--- config.mk ---
export PLATFORM = sky130hd
export DESIGN_NAME = mig_seq_eval
export DESIGN_NICKNAME = d
export VERILOG_FILES = /design/src/rtl/mig_pkg.sv /design/src/rtl/mig_maj3.sv /design/src/rtl/mig_seq_eval.sv
export SDC_FILE = /design/constraint.sdc
export NUM_CORES = 1
export LEC_CHECK = 0
export CORE_UTILIZATION = 56
export CTS_CLUSTER_SIZE = 24
export DETAILED_ROUTE_END_ITERATION = 10
export GPL_TIMING_DRIVEN = 0
export PLACE_DENSITY_LB_ADDON = 0.25
export SLEW_MARGIN = 15
export SYNTH_ARGS = -nofsm -noshare
export SYNTH_HDL_FRONTEND = slang
export SYNTH_SLANG_ARGS = --single-unit
--- constraint.sdc ---
create_clock -name clk -period 12.4 [get_ports clk]
set_clock_uncertainty 0.05 [all_clocks]
set_input_delay 2.48 -clock clk [delete_from_list [all_inputs] [get_ports clk]]
set_output_delay 2.48 -clock clk [all_outputs]
set_load 0.005 [all_outputs]
--- src/rtl/mig_pkg.sv ---
// Shared types for the majority-inverter-graph sequential evaluator:
// width helpers, operand/node records and the controller state encoding.
package mig_pkg;

  // Widest operand index over the legal parameter range (1+16+64 slots).
  localparam int IDX_W_MAX = 7;

  function automatic int mig_idx_w(input int n_in, input int max_nodes);
    return $clog2(1 + n_in + max_nodes);
  endfunction

  function automatic int mig_opw(input int n_in, input int max_nodes);
    return mig_idx_w(n_in, max_nodes) + 1;
  endfunction

  typedef struct packed {
    logic                 cmp;
    logic [IDX_W_MAX-1:0] idx;
  } mig_opnd_t;

  typedef struct packed {
    mig_opnd_t op_a;
    mig_opnd_t op_b;
    mig_opnd_t op_c;
  } mig_node_t;

  typedef enum logic [1:0] {
    ST_IDLE = 2'd0,
    ST_EVAL = 2'd1,
    ST_DONE = 2'd2
  } mig_state_t;

endpackage

--- src/rtl/mig_maj3.sv ---
// Three-input majority gate with an independent complement on each operand.
module mig_maj3 (
  input  logic a_i,
  input  logic b_i,
  input  logic c_i,
  input  logic a_inv_i,
  input  logic b_inv_i,
  input  logic c_inv_i,
  output logic y_o
);

  logic a_eff;
  logic b_eff;
  logic c_eff;

  assign a_eff = a_i ^ a_inv_i;
  assign b_eff = b_i ^ b_inv_i;
  assign c_eff = c_i ^ c_inv_i;
  assign y_o   = (a_eff & b_eff) | (a_eff & c_eff) | (b_eff & c_eff);

endmodule

--- src/rtl/mig_seq_eval.sv ---
// Sequential MIG evaluator: one majority node per clock out of a configurable
// node memory, with a job handshake in and a result handshake out.
module mig_seq_eval
  import mig_pkg::*;
#(
  parameter int  N_IN      = 4,
  parameter int  MAX_NODES = 16,
  localparam int IDX_W     = mig_idx_w(N_IN, MAX_NODES),
  localparam int OPW       = mig_opw(N_IN, MAX_NODES),
  localparam int AW        = (MAX_NODES > 1) ? $clog2(MAX_NODES) : 1,
  localparam int LW        = $clog2(MAX_NODES + 1)
) (
  input  logic             clk,
  input  logic             rst,
  input  logic             cfg_we,
  input  logic [AW-1:0]    cfg_addr,
  input  logic [3*OPW-1:0] cfg_data,
  input  logic             in_valid,
  output logic             in_ready,
  input  logic [N_IN-1:0]  in_x,
  input  logic [LW-1:0]    in_len,
  input  logic [OPW-1:0]   in_out,
  output logic             out_valid,
  input  logic             out_ready,
  output logic             out_y,
  output logic             out_err,
  output logic             busy
);

  localparam int NV   = N_IN + 1 + MAX_NODES;
  localparam int LIMW = IDX_W_MAX + 1;

  mig_state_t          state_q, state_d;
  logic [AW-1:0]       k_q, k_d;
  logic [LW-1:0]       n_q, n_d;
  logic [OPW-1:0]      out_q, out_d;
  logic                err_q, err_d;
  logic [NV-1:0]       val_q, val_d;
  logic                out_y_q, out_y_d;
  logic                out_err_q, out_err_d;
  logic                out_valid_q, out_valid_d;
  logic                in_ready_q, in_ready_d;
  logic                busy_q, busy_d;
  logic                enter_done;

  logic [3*OPW-1:0]    mem_q [MAX_NODES];
  logic [MAX_NODES-1:0] mem_wr;

  function automatic mig_opnd_t widen(input logic [OPW-1:0] o);
    mig_opnd_t r;
    r.cmp = o[OPW-1];
    r.idx = IDX_W_MAX'(o[IDX_W-1:0]);
    return r;
  endfunction

  // Node memory: writable only while idle, cleared by reset.
  for (genvar gi = 0; gi < MAX_NODES; gi++) begin : g_mem
    assign mem_wr[gi] = cfg_we && (state_q == ST_IDLE) && (cfg_addr == AW'(gi));

    always_ff @(posedge clk or posedge rst) begin
      if (rst) begin
        mem_q[gi] <= '0;
      end else if (mem_wr[gi]) begin
        mem_q[gi] <= cfg_data;
      end
    end
  end

  // Operand fetch for the node being evaluated this cycle.
  mig_node_t       node_s;
  logic [LIMW-1:0] node_lim;
  logic            leg_a, leg_b, leg_c;
  logic            raw_a, raw_b, raw_c;
  logic            maj_y;

  always_comb begin
    node_s.op_a = widen(mem_q[k_q][3*OPW-1 -: OPW]);
    node_s.op_b = widen(mem_q[k_q][2*OPW-1 -: OPW]);
    node_s.op_c = widen(mem_q[k_q][OPW-1:0]);
    // Node k may only see const0, inputs and nodes 0..k-1.
    node_lim    = LIMW'(N_IN + 1) + LIMW'(k_q);
    leg_a       = {1'b0, node_s.op_a.idx} < node_lim;
    leg_b       = {1'b0, node_s.op_b.idx} < node_lim;
    leg_c       = {1'b0, node_s.op_c.idx} < node_lim;
    raw_a       = leg_a & val_q[node_s.op_a.idx[IDX_W-1:0]];
    raw_b       = leg_b & val_q[node_s.op_b.idx[IDX_W-1:0]];
    raw_c       = leg_c & val_q[node_s.op_c.idx[IDX_W-1:0]];
  end

  mig_maj3 u_maj3 (
    .a_i     (raw_a),
    .b_i     (raw_b),
    .c_i     (raw_c),
    .a_inv_i (leg_a & node_s.op_a.cmp),
    .b_inv_i (leg_b & node_s.op_b.cmp),
    .c_inv_i (leg_c & node_s.op_c.cmp),
    .y_o     (maj_y)
  );

  mig_opnd_t       out_op;
  logic [LIMW-1:0] out_lim;
  logic            out_legal;

  always_comb begin
    state_d     = state_q;
    k_d         = k_q;
    n_d         = n_q;
    out_d       = out_q;
    err_d       = err_q;
    val_d       = val_q;
    out_y_d     = out_y_q;
    out_err_d   = out_err_q;
    out_valid_d = out_valid_q;
    in_ready_d  = in_ready_q;
    busy_d      = busy_q;
    enter_done  = 1'b0;

    case (state_q)
      ST_IDLE: begin
        if (in_valid) begin
          val_d[0]      = 1'b0;
          val_d[N_IN:1] = in_x;
          n_d           = (in_len > LW'(MAX_NODES)) ? LW'(MAX_NODES) : in_len;
          out_d         = in_out;
          k_d           = '0;
          err_d         = 1'b0;
          in_ready_d    = 1'b0;
          busy_d        = 1'b1;
          if (n_d == '0) begin
            state_d    = ST_DONE;
            enter_done = 1'b1;
          end else begin
            state_d = ST_EVAL;
          end
        end
      end
      ST_EVAL: begin
        val_d[IDX_W'(N_IN + 1) + IDX_W'(k_q)] = maj_y;
        err_d = err_q | ~leg_a | ~leg_b | ~leg_c;
        k_d   = k_q + AW'(1);
        if (LW'(k_q) == n_q - LW'(1)) begin
          state_d    = ST_DONE;
          enter_done = 1'b1;
        end
      end
      ST_DONE: begin
        if (out_ready) begin
          state_d     = ST_IDLE;
          out_valid_d = 1'b0;
          in_ready_d  = 1'b1;
          busy_d      = 1'b0;
        end
      end
      default: begin
        state_d     = ST_IDLE;
        out_valid_d = 1'b0;
        in_ready_d  = 1'b1;
        busy_d      = 1'b0;
      end
    endcase

    // The result is taken from val_d so the final node is visible on the same edge.
    out_op    = widen(out_d);
    out_lim   = LIMW'(N_IN + 1) + LIMW'(n_d);
    out_legal = {1'b0, out_op.idx} < out_lim;
    if (enter_done) begin
      out_y_d     = out_legal & (val_d[out_op.idx[IDX_W-1:0]] ^ out_op.cmp);
      out_err_d   = err_d | ~out_legal;
      out_valid_d = 1'b1;
    end
  end

  always_ff @(posedge clk or posedge rst) begin
    if (rst) begin
      state_q     <= ST_IDLE;
      k_q         <= '0;
      n_q         <= '0;
      out_q       <= '0;
      err_q       <= 1'b0;
      val_q       <= '0;
      out_y_q     <= 1'b0;
      out_err_q   <= 1'b0;
      out_valid_q <= 1'b0;
      in_ready_q  <= 1'b1;
      busy_q      <= 1'b0;
    end else begin
      state_q     <= state_d;
      k_q         <= k_d;
      n_q         <= n_d;
      out_q       <= out_d;
      err_q       <= err_d;
      val_q       <= val_d;
      out_y_q     <= out_y_d;
      out_err_q   <= out_err_d;
      out_valid_q <= out_valid_d;
      in_ready_q  <= in_ready_d;
      busy_q      <= busy_d;
    end
  end

  assign in_ready  = in_ready_q;
  assign out_valid = out_valid_q;
  assign out_y     = out_y_q;
  assign out_err   = out_err_q;
  assign busy      = busy_q;

endmodule

==> results of run 1 <==
-- flip-flops by register name (all words and copies together) (netlist names) --
register   flops
val_q         21
k_q            4
state_q        2
out_q          6
out_y          1
in_ready       1
out_err        1
err_q          1
out_valid      1
busy           1
mem_q        288
n_q            5
-- how the worst min path moves through the flow --
stage | start | end | slack [ps] | cells past startpoint
final | out_valid | out_valid | 430 | 2
after global routing | mem_q[29] | mem_q[29] | 460 | 1
after CTS | out_valid | out_valid | 430 | 2
after detailed placement | out_valid | out_valid | 420 | 2
after global placement | out_valid | out_valid | 410 | 2
after floorplan | err_q | err_q | 410 | 2
-- power breakdown --
part	total, mW	internal [mW]	switching [mW]
combinational	2.40	1.13	1.28
clock	1.14	0.692	0.451
sequential	1.78	1.52	0.260
-- through the flow --
step	std cells	setup WS (ps)	total power, mW
2_1_floorplan	1310	675	3.52
3_3_place_gp	1743	-3150	4.07
3_5_place_dp	1749	6090	4.16
4_1_cts	1817	6420	5.31
5_1_grt	1817	6050	5.63
6_report	1817	6280	5.33
-- area by class of cell --
| class | count | area share (%) |
|---|---|---|
| Buffer | 84 | 1.98 |
| Timing Repair Buffer | 49 | 2.82 |
| Tap cell | 390 | 2.51 |
| Sequential cell | 332 | 42.8 |
| Clock buffer | 55 | 5.95 |
| Multi-Input combinational cell | 867 | 42.6 |
| Clock inverter | 13 | 0.786 |
| Inverter | 27 | 0.561 |
-- per-layer routing --
| metal | GRT usage, % | vias up | share of wire [%] |
|---|---|---|---|
| met5 | 0 | - | 0 |
| met4 | 12.1 | 0 | 3.8 |
| met3 | 4.78 | 111 | 6.4 |
| met2 | 48.1 | 424 | 47 |
| met1 | 42.3 | 5966 | 43 |
| li1 | - | 5047 | - |
-- Yosys cell counts (all sizes together), types with 3 or more instances --
library cell / number / area, sq um
a211oi: 11 / 82.6
a21boi: 4 / 30.0
a21oi: 41 / 205
a221oi: 5 / 43.8
a22o: 4 / 35.0
a22oi: 11 / 82.6
a311o: 3 / 30.0
a31oi: 15 / 93.8
and2: 16 / 100
and3: 5 / 36.3
buf: 26 / 168
clkbuf: 58 / 218
dfrtp: 331 / 8280
ha: 20 / 250
inv: 26 / 97.6
mux2: 294 / 3310
mux2i: 76 / 773
mux4: 63 / 1430
nand2: 59 / 221
nand2b: 16 / 100
nand3: 14 / 70.1
nor2: 49 / 184
nor2b: 17 / 106
nor3: 7 / 46.3
nor3b: 7 / 52.6
nor4: 3 / 25.0
o211ai: 8 / 65.1
o21a: 6 / 52.6
o21ai: 37 / 189
o221ai: 3 / 32.5
o22a: 4 / 35.0
o22ai: 11 / 68.8
or2: 5 / 31.3
or3: 5 / 31.3
xnor2: 4 / 35.0
xor2: 6 / 52.6
-- kinds of logic after synthesis --
family                   share of synthesized area (%)
multiplexers                                      32.4
adder cells (fa/ha/maj)                           1.59
flip-flops                                        48.7
AND/OR/NAND/NOR                                   6.27
buffers and inverters                             2.86
AO/OA/AOI/OAI                                     7.66
XOR/XNOR                                         0.514
-- worst max-delay path, cell delays in order (launching register included) --
cell and delay, ps:
dfrtp_1 470, buf_2 300, buf_2 360, buf_2 460, buf_1 650, buf_1 780
nand2_1 150, o21ai_0 330, and2_1 170, clkbuf_1 320, a21oi_1 160, and2_1 190
a211oi_1 310, a221oi_1 150, a32o_1 230, o211ai_1 150, a21oi_1 110, mux2_2 270
a22oi_1 200, o211ai_2 110
==> impl_results.md, run 1 <==
* Largest net degree at the start of global routing at 114
* Max Cap Viol at 0
* RSZ-0062 raised after global routing: false
* Yosys warning count at 0
* TritonRoute pass-1 iters at 5
* Post-synthesis async set-or-reset flop share at 100%
* Placer Congestion at between 0.9 and 1
* Synthesized area per cell at 13.0 sq um
* DRC at 0
* Outcome: complete, no violations
* Period minus WS final at ~6100 ps
* Initial drt markers at 1000
* HPWL Detailed at 30700 um
* Slew @ Worst Pin at 1220 ps
* Vias/cell at 6.36
* Required @ worst endpoint at 12740 ps
* CP Capture Type: flip-flop
* FF-to-FF path depth at 19
* Crit path launch type: flip-flop
* Ratio of cells with drive above 1 in the final layout at 33.1%
* Fmax at 0.164 GHz
* Final hold vios at 0
* Ant. Diodes at 0
* Reg area at 0.00831 sq mm
* Reg2Reg Capture Point: out_y
* Starting Density at 57.2%
* Setup CP Type: reg -> reg
* Row Count at between 60 and 70
* Worst vdd ir at 0.153 mV
* Critical Path AT at 6460 ps
* Routed wire length per instance at 25.0 um
* Placed inst area at 0.0181 sq mm
* Most frequent cells in the layout: dfrtp_1 (331), mux2_2 (292), mux2i_1 (75), clkbuf_1 (61), mux4_2 (60)
* H-tree level count at 2
* Worst setup path start: k_q[1]
* Worst-Skew Late Latency at roughly 540 ps
* Number of nets in the layout at 1460
* Tot GR Track Use at 30.4%
* Leading cell type in the layout, fill and taps excluded: dfrtp_1
* Synthesized area at 0.0170 sq mm
* IO buf count at 43
* # Post-CTS Setup Buffers at 0
* Cts repair resizes at 0
* CTS root buf: clkbuf_16
* Top_reg_cell synth: dfrtp_1
* Final-report max-slew violation count at 0
* Chip width at between 150 and 200 um
* Global route overflow at 0
* Vias at 11500
* Die Ht at 176 um
* Syn nets at 1372
* Area taken by multi-input logic gates at approximately 0.0083 sq mm
* Setup violators final at 0
* Sequential area share after synthesis at 48.7%
* Initial antenna violation count at 0
* Area delta synth->final at 13.9%
* Post-CTS Hold Fix Bufs at 0
* Placeable core area at between 0.02 and 0.03 sq mm
* Top Ports at 47
* Fillers at 2232
* EDFF count, synth at 0
* Hold WC Path Type: reg -> reg
* Yosys reg bits at about 330
* Reg2Reg Launch Point: k_q[1]
* Vias in the first global route at 11900
* WHS at 427 ps
* Netlist cell types at 81
* Setup TNS at 0 ps
* Crit Path Max Fanout at 10
* Relative slew margins at 18.4%
* Max Root-Sink Buffers at 3
* Sink Count at between 300 and 400
* Die area at 0.0311 sq mm
* Share of the clock period used by the worst path at 49.3%
* ANT nets after route at 0
* Mapped Cells at 1310
* First-pass GRT wire length at 70800 um
* Clock slew at reported path FFs at 60 ps
* Power per cell area at 274 mW/mm^2
* Final core occ at roughly 65%
* CTS Buf Count at 37
* Finished Cell Area at 0.0194 sq mm
* Pleak at 8.73 nW
* CP endpoint: out_y
* Reg2reg setup slack at 6280 ps
* Drt total wl at 45300 um
* CTS tree: yes
(Power assumes the default switching activity.)
==> run 2, diff against run 1 <==
Clock period 12.4 ns to 5.6 ns, I/O delays scaled along.
==> impl_results.md, run 2 (synthesis results as in run 1) <==
* Max Root-Sink Buffers at 3 (unchanged)
* Reg2Reg Capture Point: out_y
* CTS tree: yes
* Area delta synth->final at 15.1%
* Sink Count at 332 (unchanged)
* Ant. Diodes at 0 (unchanged)
* Setup violators final at 0 (unchanged)
* Worst vdd ir at 0.288 mV (+88%)
* ANT nets after route at 0 (unchanged)
* CP peak stage delay at 490 ps (-290 ps)
* Reg with most FFs: mem_q
* Pleak at 8.84 nW (+1.3%)
* Period minus WS final at 5400 ps (-717 ps)
* Setup CP Type: reg -> reg
* Vias/cell at 6.44 (+1.3%)
* CTS root buf: clkbuf_16
* Crit-path cells: buf_6, buf_8, buf_2, clkbuf_4, buf_2, clkbuf_2, o21ai_0, ha_1, o211ai_1, o211ai_1, nor2b_1, o21a_1, nor3_4, o21a_4, buf_6, o211ai_1, o2111a_1, or4b_1, o211ai_2
* Final-report max-slew violation count at 0 (unchanged)
* Hold_sp: out_valid
* Top Ports at 47 (unchanged)
* Worst-Skew Late Latency at 530 ps (about the same)
* Chip width at 176 um (unchanged)
* Routed wire length per instance at 25.1 um (+0.57%)
* Crit path launch type: flip-flop
* Most used cell, CP: o211ai_1
* Area taken by multi-input logic gates at 0.00827 sq mm (about the same)
* FF-to-FF path depth at 19 (unchanged)
* CTS Buf Count at 37 (unchanged)
* Die Ht at 176 um (unchanged)
* First-pass GRT wire length at 71500 um (+0.99%)
* Hold Path Sink: out_valid
* Fillers at 2210 (-0.99%)
* Vias at 11700 (+1.6%)
* Reg area at 0.00831 sq mm (unchanged)
* H-tree level count at 2 (unchanged)
* TritonRoute pass-1 iters at 5 (unchanged)
* IO buf count at 43 (unchanged)
* Leading cell type in the layout, fill and taps excluded: dfrtp_1
* Final core occ at 65.9% (+0.70 points)
* Finished Cell Area at 0.0196 sq mm (+1.1%)
* Hold WC Path Type: reg -> reg
* Tot GR Track Use at 30.7% (+0.24 points)
* Crit-path slowest cell: or4b_1
* Number of nets in the layout at 1467 (+0.48%)
* CP Buf/Inv Count at 7 (+1)
* Post-Layout Cell Count at 1822 (+0.28%)
* Die area at 0.0311 sq mm (unchanged)
* Row Count at 63 (unchanged)
* Initial antenna violation count at 0 (unchanged)
* Ratio of cells with drive above 1 in the final layout at 34.1% (+1.0 points)
* RSZ-0062 raised after global routing: false
* Initial drt markers at 1002 (+0.20%)
* CP Capture Type: flip-flop
* Starting Density at 57.2% (unchanged)
* Final hold vios at 0 (unchanged)
* Slew @ Worst Pin at 1160 ps (-54.8 ps)
* Global route overflow at 0 (unchanged)
* Power per cell area at 610 mW/mm^2 (+120%)
* Placeable core area at 0.0298 sq mm (unchanged)
* Pre-CTS WS at -400 ps (-6490 ps)
* Max Cap Viol at 0 (unchanged)
* Hold Crit Depth at 2 (unchanged)
* Relative slew margins at 22.4% (+4.0 points)
* Setup ws final at 202 ps (-6080 ps)
* Dpl cells at 1756 (+0.40%)
* Reg2reg setup slack at 200 ps (-6080 ps)
* HPWL Detailed at 31300 um (+1.9%)
* Required @ worst endpoint at 5990 ps (-6750 ps)
* Outcome: complete, no violations
* Reg2Reg Launch Point: k_q[2]
* Fmax at 0.185 GHz (+13%)
* Crit Path Max Fanout at 10 (unchanged)
* Max reg flops at 288 (unchanged)
* Placed inst area at 0.0182 sq mm (+0.63%)
* Vias in the first global route at 12000 (+1.0%)
* Total power at 12.0 mW (+120%)
* Most frequent cells in the layout: dfrtp_1 (331), mux2_2 (292), mux2i_1 (75), mux4_2 (60), nand2_1 (59)
* DRC at 0 (unchanged)
* Placer Congestion at 0.942 (+0.73%)
* Top Registers: mem_q: 288 flops, val_q: 21 flops, out_q: 6 flops
* Drt total wl at 45700 um (+0.84%)
* Largest net degree at the start of global routing at 38 (-67%)
* Share of the clock period used by the worst path at 96.4% (+47 points)
* Clock slew at reported path FFs at 60 ps (about the same)
* Critical Path AT at 5790 ps (-670 ps)
* CP delay by family, top: buffers and inverters
-- run 2: changes by cell type in the layout (fill, tap and decap cells not counted), moves of 3 or more --
cell and change:
clkinv_2 -4, buf_12 +10, clkbuf_1 -6, clkbuf_4 +3, buf_1 -4, buf_16 -3
clkbuf_8 +3, clkbuf_2 +4
-- run 2: what timing repair did --
action,CTS,global route
pin swaps,0,1
hold buffers,0,0
setup endpoints to repair,11,1
resized for setup,9,14
buffers inserted,0,0
-- run 2: metrics by stage --
step                      setup TNS [ps]  hold slack, ps
after floorplan                    -1270             409
after global placement           -715020             413
after detailed placement           -1170             425
after CTS                              0             439
after global routing                   0             454
final                                  0             437
-- run 2: worst register-to-register path, stage by stage, from the launching register on --
cell,delay (ps)
dfrtp_1,340
buf_6,130
buf_8,160
buf_2,380
clkbuf_4,380
buf_2,380
clkbuf_2,400
o21ai_0,360
ha_1,420
o211ai_1,90
o211ai_1,390
nor2b_1,100
o21a_1,170
nor3_4,330
o21a_4,220
buf_6,150
o211ai_1,120
o2111a_1,170
or4b_1,490
o211ai_2,90
-- run 2: how the worst max path moves through the flow --
stage,from,to,slack [ps],cells after the start
after detailed placement,k_q[2],out_y,-400,19
after floorplan,rst,busy,-4,1
final,k_q[2],out_y,200,19
after global routing,k_q[0],out_y,20,20
after CTS,k_q[3],out_y,110,17
after global placement,rst,mem_q[126],-2210,2
-- run 2: cell type report --
cell class                 instances  area share [%]
clock inverter                    10           0.931
sequential                       332            42.3
tap                              390            2.49
clock buffer                      56            6.06
multi-input combinational        867            42.2
timing repair buffer              56            3.39
inverter                          27           0.536
buffer                            84            2.10
-- run 2: layer usage --
| metal | vias up | wire length, um | GRT usage [%] |
|---|---|---|---|
| met4 | 0 | 1590 | 11.2 |
| met5 | - | 0 | 0 |
| met1 | 6098 | 19600 | 42.6 |
| met3 | 102 | 2860 | 4.37 |
| li1 | 5099 | - | - |
| met2 | 434 | 21700 | 49.3 |
-- run 2: power breakdown --
group          switching (mW)  internal, mW
combinational            2.84          2.52
sequential              0.576          3.37
clock                    1.01          1.66
